**config.mk**
```make
export PLATFORM = sky130hd
export DESIGN_NAME = ps2_kbd_port
export DESIGN_NICKNAME = d
export VERILOG_FILES = /design/src/rtl/ps2_kbd_port.sv
export SDC_FILE = /design/constraint.sdc
export NUM_CORES = 1
export LEC_CHECK = 0
export ABC_AREA = 1
export CORE_ASPECT_RATIO = 1.2
export CORE_MARGIN = 3
export CORE_UTILIZATION = 49
export CTS_BUF_LIST = sky130_fd_sc_hd__clkbuf_8
export DETAILED_ROUTE_END_ITERATION = 16
export PLACE_DENSITY = 0.71
export SLEW_MARGIN = 20
export SYNTH_ARGS = -nofsm -noshare
export SYNTH_HDL_FRONTEND = slang
export SYNTH_SLANG_ARGS = --single-unit
```
**constraint.sdc**
```tcl
create_clock -name clk -period 7.9 [get_ports clk]
set_clock_uncertainty 0.2 [all_clocks]
set_input_delay 0.79 -clock clk [delete_from_list [all_inputs] [get_ports clk]]
set_output_delay 0.79 -clock clk [all_outputs]
set_load 0.005 [all_outputs]
```
**src/rtl/ps2_kbd_port.sv**
```systemverilog
// Purpose : PS/2 keyboard receiver; deframes 11-bit frames, checks odd parity, buffers scan codes for CPU polling.
// Latency : fall pulse 2+FILTER_LEN clk after the physical ps2_clk edge; byte pushed on the stop-bit fall, ready the cycle after.
// Backpr. : none toward the keyboard; a byte arriving while the FIFO is full (and not popped that cycle) is dropped and ovf is set.
//
// Ports:
//   clk, rst          system clock, asynchronous active-high reset
//   ps2_clk, ps2_data raw keyboard lines (asynchronous)
//   rd                one-cycle read strobe from the address decoder (lw at 0xA000_0000)
//   dout              {22'b0, ovf, ready, byte[7:0]}, combinational from FIFO head and flags
//   ready             FIFO non-empty, mirrors dout[8]
`timescale 1ns/1ps
module ps2_kbd_port #(
    parameter int FIFO_DEPTH     = 8,
    parameter int FILTER_LEN     = 4,
    parameter int TIMEOUT_CYCLES = 50000
) (
    input  logic        clk,
    input  logic        rst,
    input  logic        ps2_clk,
    input  logic        ps2_data,
    input  logic        rd,
    output logic [31:0] dout,
    output logic        ready
);

    localparam int AW = $clog2(FIFO_DEPTH);
    localparam int PW = AW + 1;
    localparam int FW = $clog2(FILTER_LEN) + 1;
    localparam int TW = $clog2(TIMEOUT_CYCLES + 1);

    localparam logic [FW-1:0] FLT_LAST = FW'(FILTER_LEN - 1);
    localparam logic [TW-1:0] TO_LAST  = TW'(TIMEOUT_CYCLES - 1);
    localparam logic [PW-1:0] PTR_LAST = PW'(FIFO_DEPTH - 1);
    localparam logic [PW-1:0] DEPTH_L  = PW'(FIFO_DEPTH);

    // ------------------------------------------------------------------
    // Input conditioning: 2-FF synchronizers, glitch filter on ps2_clk
    // ------------------------------------------------------------------
    logic          clk_s1, clk_s2, dat_s1, dat_s2;
    logic          filt;
    logic [FW-1:0] fcnt;
    logic          fall;

    always_ff @(posedge clk or posedge rst) begin
        if (rst) begin
            clk_s1 <= 1'b1;
            clk_s2 <= 1'b1;
            dat_s1 <= 1'b1;
            dat_s2 <= 1'b1;
            filt   <= 1'b1;
            fcnt   <= '0;
            fall   <= 1'b0;
        end else begin
            clk_s1 <= ps2_clk;
            clk_s2 <= clk_s1;
            dat_s1 <= ps2_data;
            dat_s2 <= dat_s1;
            fall   <= 1'b0;
            if (clk_s2 == filt) begin
                fcnt <= '0;
            end else if (fcnt == FLT_LAST) begin
                // FILTER_LEN consecutive samples at the new level: accept it.
                filt <= clk_s2;
                fcnt <= '0;
                fall <= ~clk_s2;
            end else begin
                fcnt <= fcnt + 1'b1;
            end
        end
    end

    // ------------------------------------------------------------------
    // Deframer FSM
    // ------------------------------------------------------------------
    typedef enum logic [1:0] {IDLE, SHIFT, CHECK} state_t;

    state_t        state, state_n;
    logic [3:0]    bitcnt, bitcnt_n;
    logic [8:0]    shreg, shreg_n;      // {parity, data[7:0]} once 9 bits are in
    logic [TW-1:0] tcnt, tcnt_n;
    logic          push;

    always_ff @(posedge clk or posedge rst) begin
        if (rst) begin
            state  <= IDLE;
            bitcnt <= '0;
            shreg  <= '0;
            tcnt   <= '0;
        end else begin
            state  <= state_n;
            bitcnt <= bitcnt_n;
            shreg  <= shreg_n;
            tcnt   <= tcnt_n;
        end
    end

    always_comb begin
        state_n  = state;
        bitcnt_n = bitcnt;
        shreg_n  = shreg;
        tcnt_n   = tcnt;
        push     = 1'b0;
        case (state)
            IDLE: begin
                tcnt_n = '0;
                if (fall && !dat_s2) begin
                    state_n  = SHIFT;
                    bitcnt_n = '0;
                end
            end
            SHIFT: begin
                if (fall) begin
                    shreg_n = {dat_s2, shreg[8:1]};   // LSB first
                    tcnt_n  = '0;
                    if (bitcnt == 4'd8) state_n = CHECK;
                    else                bitcnt_n = bitcnt + 4'd1;
                end else if (tcnt == TO_LAST) begin
                    state_n  = IDLE;
                    tcnt_n   = '0;
                    bitcnt_n = '0;
                    shreg_n  = '0;
                end else begin
                    tcnt_n = tcnt + 1'b1;
                end
            end
            CHECK: begin
                if (fall) begin
                    // Stop bit must be 1 and data+parity must have odd weight.
                    push     = dat_s2 & (^shreg);
                    state_n  = IDLE;
                    tcnt_n   = '0;
                    bitcnt_n = '0;
                end else if (tcnt == TO_LAST) begin
                    state_n  = IDLE;
                    tcnt_n   = '0;
                    bitcnt_n = '0;
                    shreg_n  = '0;
                end else begin
                    tcnt_n = tcnt + 1'b1;
                end
            end
            default: state_n = IDLE;
        endcase
    end

    // ------------------------------------------------------------------
    // Scan-code FIFO
    // ------------------------------------------------------------------
    logic [7:0]    mem [FIFO_DEPTH];
    logic [PW-1:0] wptr, rptr, cnt;
    logic          ovf, full, pop, wr, drop;
    logic [7:0]    head;

    assign ready = (cnt != '0);
    assign full  = (cnt == DEPTH_L);
    assign pop   = rd & ready;
    // A simultaneous pop frees the slot the push lands in, so full does not block it.
    assign wr    = push & (~full | pop);
    assign drop  = push & full & ~pop;
    assign head  = ready ? mem[rptr[AW-1:0]] : 8'h00;
    assign dout  = {22'd0, ovf, ready, head};

    always_ff @(posedge clk) begin
        if (wr) mem[wptr[AW-1:0]] <= shreg[7:0];
    end

    always_ff @(posedge clk or posedge rst) begin
        if (rst) begin
            wptr <= '0;
            rptr <= '0;
            cnt  <= '0;
            ovf  <= 1'b0;
        end else begin
            if (wr)  wptr <= (wptr == PTR_LAST) ? '0 : wptr + 1'b1;
            if (pop) rptr <= (rptr == PTR_LAST) ? '0 : rptr + 1'b1;
            case ({wr, pop})
                2'b10:   cnt <= cnt + 1'b1;
                2'b01:   cnt <= cnt - 1'b1;
                default: cnt <= cnt;
            endcase
            if (drop)    ovf <= 1'b1;
            else if (rd) ovf <= 1'b0;
        end
    end

endmodule

```
### Word-level counts from Yosys, hierarchy flattened

Memory sizes are Yosys's and may differ from the RTL's.
Cells that the tools add are included.

* register bits: 53
* latch bits: 0
* RAM bits: 64
* bits in read-only memories: 0
* output and inout bits: 33
* logic and storage cells: 96
* memories: 1

Memories
* mem: depth 8, width 8, rd ports 1, clocked after memory_dff 0, write ports 1, RTL line 149 `logic [7:0] mem [FIFO_DEPTH];`

* add/sub/neg operators: 7
* multiply operators: 0
* divide/modulo/power cells: 0
* order comparisons: 0
* eq/ne operators: 15
* shift operators: 0
* mux-type cells: 33
* bitwise operators: 10
* reduce and logical (&&, ||, !) cells: 15

Operators with widths (number)
* 16-bit 2-to-1 mux: 2
* 16-bit one-hot mux with 2 select lines: 1
* 4-bit 2-to-1 mux: 7
* 9-bit 2-to-1 mux: 3
* 9-bit one-hot mux with 2 select lines: 1
* 16-bit by 1-bit adder with 16-bit output, second input constant: 1
* 4-bit by 1-bit adder with 4-bit output, second input constant: 4
* 16-bit equality test, second input constant: 1
* 4-bit one-hot mux with 3 select lines: 1
* 2-bit 2-to-1 mux: 5
* 9-bit parity: 1
* 4-bit by 3-bit equality test with 1-bit output, second input constant: 2
* 4-bit equality test, second input constant: 2
* 1-bit 2-to-1 mux: 8
* 8-bit 2-to-1 mux: 1
* 4-bit one-hot mux with 2 select lines: 1
* 2-bit nonzero test: 4
* 3-bit 2-to-1 mux: 2
* 3-bit != test, second input constant: 2
* 2-bit one-hot mux with 3 select lines: 1
* 2-bit AND reduction: 3
* 1-bit bitwise AND: 5
* 2-bit by 1-bit equality test with 1-bit output, second input constant: 2
* 2-bit equality test, second input constant: 2
* other kinds (14): 18

### Longest topological paths before layout

* depth in word-level cells: 7
* gate-level depth with buffers: 21
* mapped depth without buffers: 21

### Worst setup path before layout

OpenSTA, ideal clock, no wires.

* kind: register to register
* start point: reg state[0]
* end point: reg cnt[3]
* library setup time: 0.113 ns
* data arrival time: 2.176 ns
* slack: 5.411 ns
* stages on the path, launching flop included: 17
* clock period less this slack: 2.489 ns
* cells stage by stage: dfrtp_1 inv_1 ha_1 inv_1 nor3_2 nand2_4 nand2_2 inv_1 ha_1 nand2_1 nand2_1 a31oi_1 inv_1 nand2_1 nand3_1 nand2_1 inv_1

* word-level cells in the longest chain between the ends: 5

Ends and longest elaborated chain
* start, declared: RTL line 77 `state_t state, state_n;`
* start signal, assigned: RTL line 90 `state <= state_n;`
* 2-bit equality test *: RTL line 103 `case (state)`
* 1-bit 2-to-1 mux *: RTL line 103
* 1-bit bitwise AND *: RTL line 158 `assign wr = push & (~full | pop);`
* 2-bit by 1-bit equality test with 1-bit output or 2-bit equality test (tied branches): RTL line 176 `case ({wr, pop})`
* 4-bit one-hot mux with 2 select lines or 2-bit nonzero test (tied branches)
* end signal, assigned: RTL line 177 `2'b10: cnt <= cnt + 1'b1;`
* end signal, assigned: RTL line 178 `2'b01: cnt <= cnt - 1'b1;`
* end signal, assigned: RTL line 179 `default: cnt <= cnt;`
* end, declared: RTL line 150 `logic [PW-1:0] wptr, rptr, cnt;`

Mark *: on every way between the ends. The rest lies on a longest branch, timed or not.
A chain may end at the register's enable or synchronous reset.

### Final worst setup path

* start point: reg rptr[0]
* end point: out dout[3]

* word-level cells in the longest chain between the ends: 2

Ends and longest elaborated chain
* start, declared: RTL line 150
* start signal, assigned: RTL line 175 `if (pop) rptr <= (rptr == PTR_LAST) ? '0 : rptr + 1'b1;`
* memory read 8 x 8 bit
* 8-bit 2-to-1 mux: RTL line 160 `assign head = ready ? mem[rptr[AW-1:0]] : 8'h00;`
* end, declared: RTL line 22 `output logic [31:0] dout,`

Every way passes these cells.

==> results.txt <==
GRT Residual Overflow -> 0
Seq cells post-synth -> 117
Switching share of total power -> 32.9%
Crit start category -> register
Async set-reset flop share out of synthesis -> 45.3%
Result of the run -> complete, no violations
Iter 0 DRT Violations -> 287
Pre-Repair DR Iteration Count -> 4
Mux cell area share after synthesis -> 0.179%
Primary FF master, synth -> edfxtp_1
Vias in the first global route -> 3,649
Yosys warns -> 0
CTS Hold Bufs -> 0
Post-Syn Area -> 5590 um2
Synth Instances -> 558
Static leakage -> 2.51 nW
CTS sink cnt -> 117
R2r worst-path depth -> 12
Tmin final -> 4.25 ns
Row cnt -> 42
ANT cells -> 0
DP HPWL -> 7410 um
Routed WL -> 10,300 um
Min-delay worst type -> reg -> reg
Slew @ Worst Pin -> 0.936 ns
Reg2Reg Setup Slack -> 5.02 ns
Via count -> 3,836
Layout cell share with drive strength beyond 1 -> 12.4%
Drt wl/cell -> 13.8 um
Reg2reg start -> shreg[3]$_DFFE_PP0P_
Final hold slack -> 0.156 ns
Final hold viol count -> 0
Final antenna-violating net count -> 0
Post-synthesis compound-gate area fraction -> 11.8%
CP Capture Type -> output port
Drt drc -> 0
Critical path startpoint -> rptr[0]$_DFFE_PP0P_
XOR/XNOR Fraction of Synth Area -> 1.10%
Area grow syn2layout -> 10.5%
Required time worst endpoint -> 6.91 ns
Combinational share of power -> 29.0%
Relative slew slack -> 37.6%
Sequential area share after synthesis -> 58.2%
Post-CTS Setup Bufs -> 0
Core area -> 11,100 um2
MaxCap Viol Count -> 0
Worst VDD drop -> 0.139 mV
Largest family of logic cells by synthesized area -> simple AND/OR/NAND/NOR gates
Post-synth EDFFs -> 64
Die width -> 104 um
CTS tree -> built
Clock power frac -> 29.7%
Routability Congestion -> 0.874
Crit path to -> dout[3]
Final cell count without fillers -> 742
Worst-skew pair later-pin latency -> 0.42 ns
Fin crit share -> 53.9%
Switching power -> 596 uW
Placed instance count -> 710
Power Density -> 293 nW/um2
Netlist cell types -> 45
Antenna violations before repair -> 0
Flop pwr share -> 41.3%
Die area -> 12,700 um2
Tot GR Track Use -> 16.8%
Number of I/O port buffers -> 15
Clock transition at path regs -> 0.07 ns
Vias per cell -> 5.17
Post-Synth Simple-Gate Area -> 17.2%
Post-Synth Adder-Cell Area -> 3.04%
CTS Buffer Depth -> 2
Finish-stage setup viols -> 0
CTS buffer count -> 17
First-pass GRT wire length -> 17,000 um
Root buffer cell -> clkbuf_8
Largest net degree at the start of global routing -> 54
Crit Path Max Fanout -> 35
Fmax -> 0.235 GHz
I/O pin total -> 38
Setup tns final -> 0 ns
Syn Area/Cell -> 10.0 um2
CP Data Arrival Time -> 3.26 ns
Final slew viol count -> 0
Setup Crit Path Kind -> reg -> out
Cts repair resizes -> 0
H-tree levels -> 4
Internal power -> 1.21 mW
Unrepaired setup endpoints after global routing -> no
# nets final -> 593
Initial Util -> 50.4%
FF-to-FF End -> mem[1][2]$_DFFE_PP_
Die height -> 123 um
power groups by stage:
stage                     logic [mW]  registers [mW]  clock network (mW)
after detailed placement       0.522           0.760                   0
after global routing           0.598           0.758               0.578
after global placement         0.504           0.756                   0
after floorplan                0.406           0.721                   0
final                          0.525           0.749               0.537
after CTS                      0.524           0.747               0.550
worst max-delay path: stages, from the launching register on:
cell and delay (ns):
dfrtp_1 0.96, inv_1 0.66, o21ai_0 0.35, o22ai_1 0.11, o21ai_0 0.19, a31oi_1 0.08
clkdlybuf4s50_1 0.49
routing by layer:
| layer | vias up | GRT usage, % | part of all wire (%) |
|---|---|---|---|
| met2 | 84 | 30.4 | 53 |
| met4 | 0 | 5.49 | 1.0 |
| met5 | - | 0 | 0 |
| met3 | 10 | 5.07 | 3.4 |
| li1 | 1899 | - | - |
| met1 | 1843 | 19.2 | 43 |
worst min-delay path by stage:
stage / start / endpoint / slack, ns / depth (start not counted)
5_1_grt: clk_s1$_DFF_PP1_ / clk_s2$_DFF_PP1_ / 0.16 / 0
2_1_floorplan: clk_s1$_DFF_PP1_ / clk_s2$_DFF_PP1_ / 0.15 / 0
6_report: clk_s1$_DFF_PP1_ / clk_s2$_DFF_PP1_ / 0.16 / 0
4_1_cts: clk_s1$_DFF_PP1_ / clk_s2$_DFF_PP1_ / 0.16 / 0
3_3_place_gp: dat_s1$_DFF_PP1_ / dat_s2$_DFF_PP1_ / 0.15 / 0
3_5_place_dp: clk_s1$_DFF_PP1_ / clk_s2$_DFF_PP1_ / 0.15 / 0
cells by family after synthesis:
logic type | after synthesis
AOI/OAI and AO/OA | 115
and+or+nand+nor | 203
buffers and inverters | 101
xor gates and xnor gates | 7
adders and majority gates | 13
other | 1
DFF | 117
muxes | 1
cell type report:
class                      count  area [um2]
multi-input combinational    361        1940
clock inverter                15         163
tap                          154         193
sequential                   117        3250
clock buffer                  17         234
inverter                      63         239
timing repair buffer          15         150
fill                         918        4910
registers in the layout, indices dropped and copies added, names as in the netlist:
signal	count
rptr	4
dat_s1	1
fall	1
clk_s2	1
mem	64
tcnt	16
filt	1
shreg	9
fcnt	3
bitcnt	4
wptr	4
state	2
ovf	1
clk_s1	1
cnt	4
dat_s2	1
stage by stage:
| step | util (%) | power, mW | cell area, um2 | setup slack (ns) |
|---|---|---|---|---|
| CTS | 55.7 | 1.82 | 6170 | 3.65 |
| global placement | 52.1 | 1.26 | 5780 | 4.34 |
| detailed placement | 52.1 | 1.28 | 5780 | 4.12 |
| floorplan | - | 1.13 | 5670 | 5.41 |
| global route | 55.7 | 1.93 | 6170 | 3.29 |
| finish | 55.7 | 1.81 | 6170 | 3.65 |
synth_stat cells (4+ instances only):
| cell type | count | area [um2] |
|---|---|---|
| nand2_1 | 65 | 244 |
| buf_4 | 24 | 180 |
| ha_1 | 12 | 150 |
| dfstp_2 | 5 | 131 |
| clkbuf_1 | 10 | 37.5 |
| xor2_1 | 4 | 35.0 |
| o22ai_1 | 20 | 125 |
| o21ai_0 | 56 | 280 |
| dfrtp_1 | 48 | 1200 |
| nor2_1 | 71 | 267 |
| nand4_1 | 5 | 31.3 |
| nor3_2 | 5 | 50.1 |
| inv_1 | 53 | 199 |
| nand3_1 | 25 | 125 |
| nand2_2 | 7 | 43.8 |
| a21oi_1 | 15 | 75.1 |
| edfxtp_1 | 64 | 1920 |
| a31oi_1 | 11 | 68.8 |
| nor3_1 | 8 | 40.0 |
| inv_2 | 10 | 37.5 |
cell usage in the layout, fill, tap and decap left out, drive strengths merged:
master	n
a211oi	1
a21oi	15
a22oi	1
a31o	2
a31oi	11
bufinv	3
clkbuf	17
clkdlybuf4s50	15
clkinv	9
clkinvlp	2
conb	22
dfrtp	48
dfstp	5
edfxtp	64
fa	1
ha	12
inv	64
mux2i	1
nand2	74
nand3	28
nand4	6
nor2	77
nor3	13
nor3b	2
nor4	2
o211ai	1
o21a	1
o21ai	59
o21bai	1
o221ai	1
o22ai	20
o31ai	1
o32ai	1
or2	1
xnor2	3
xor2	4
(Power assumes the default switching activity.)
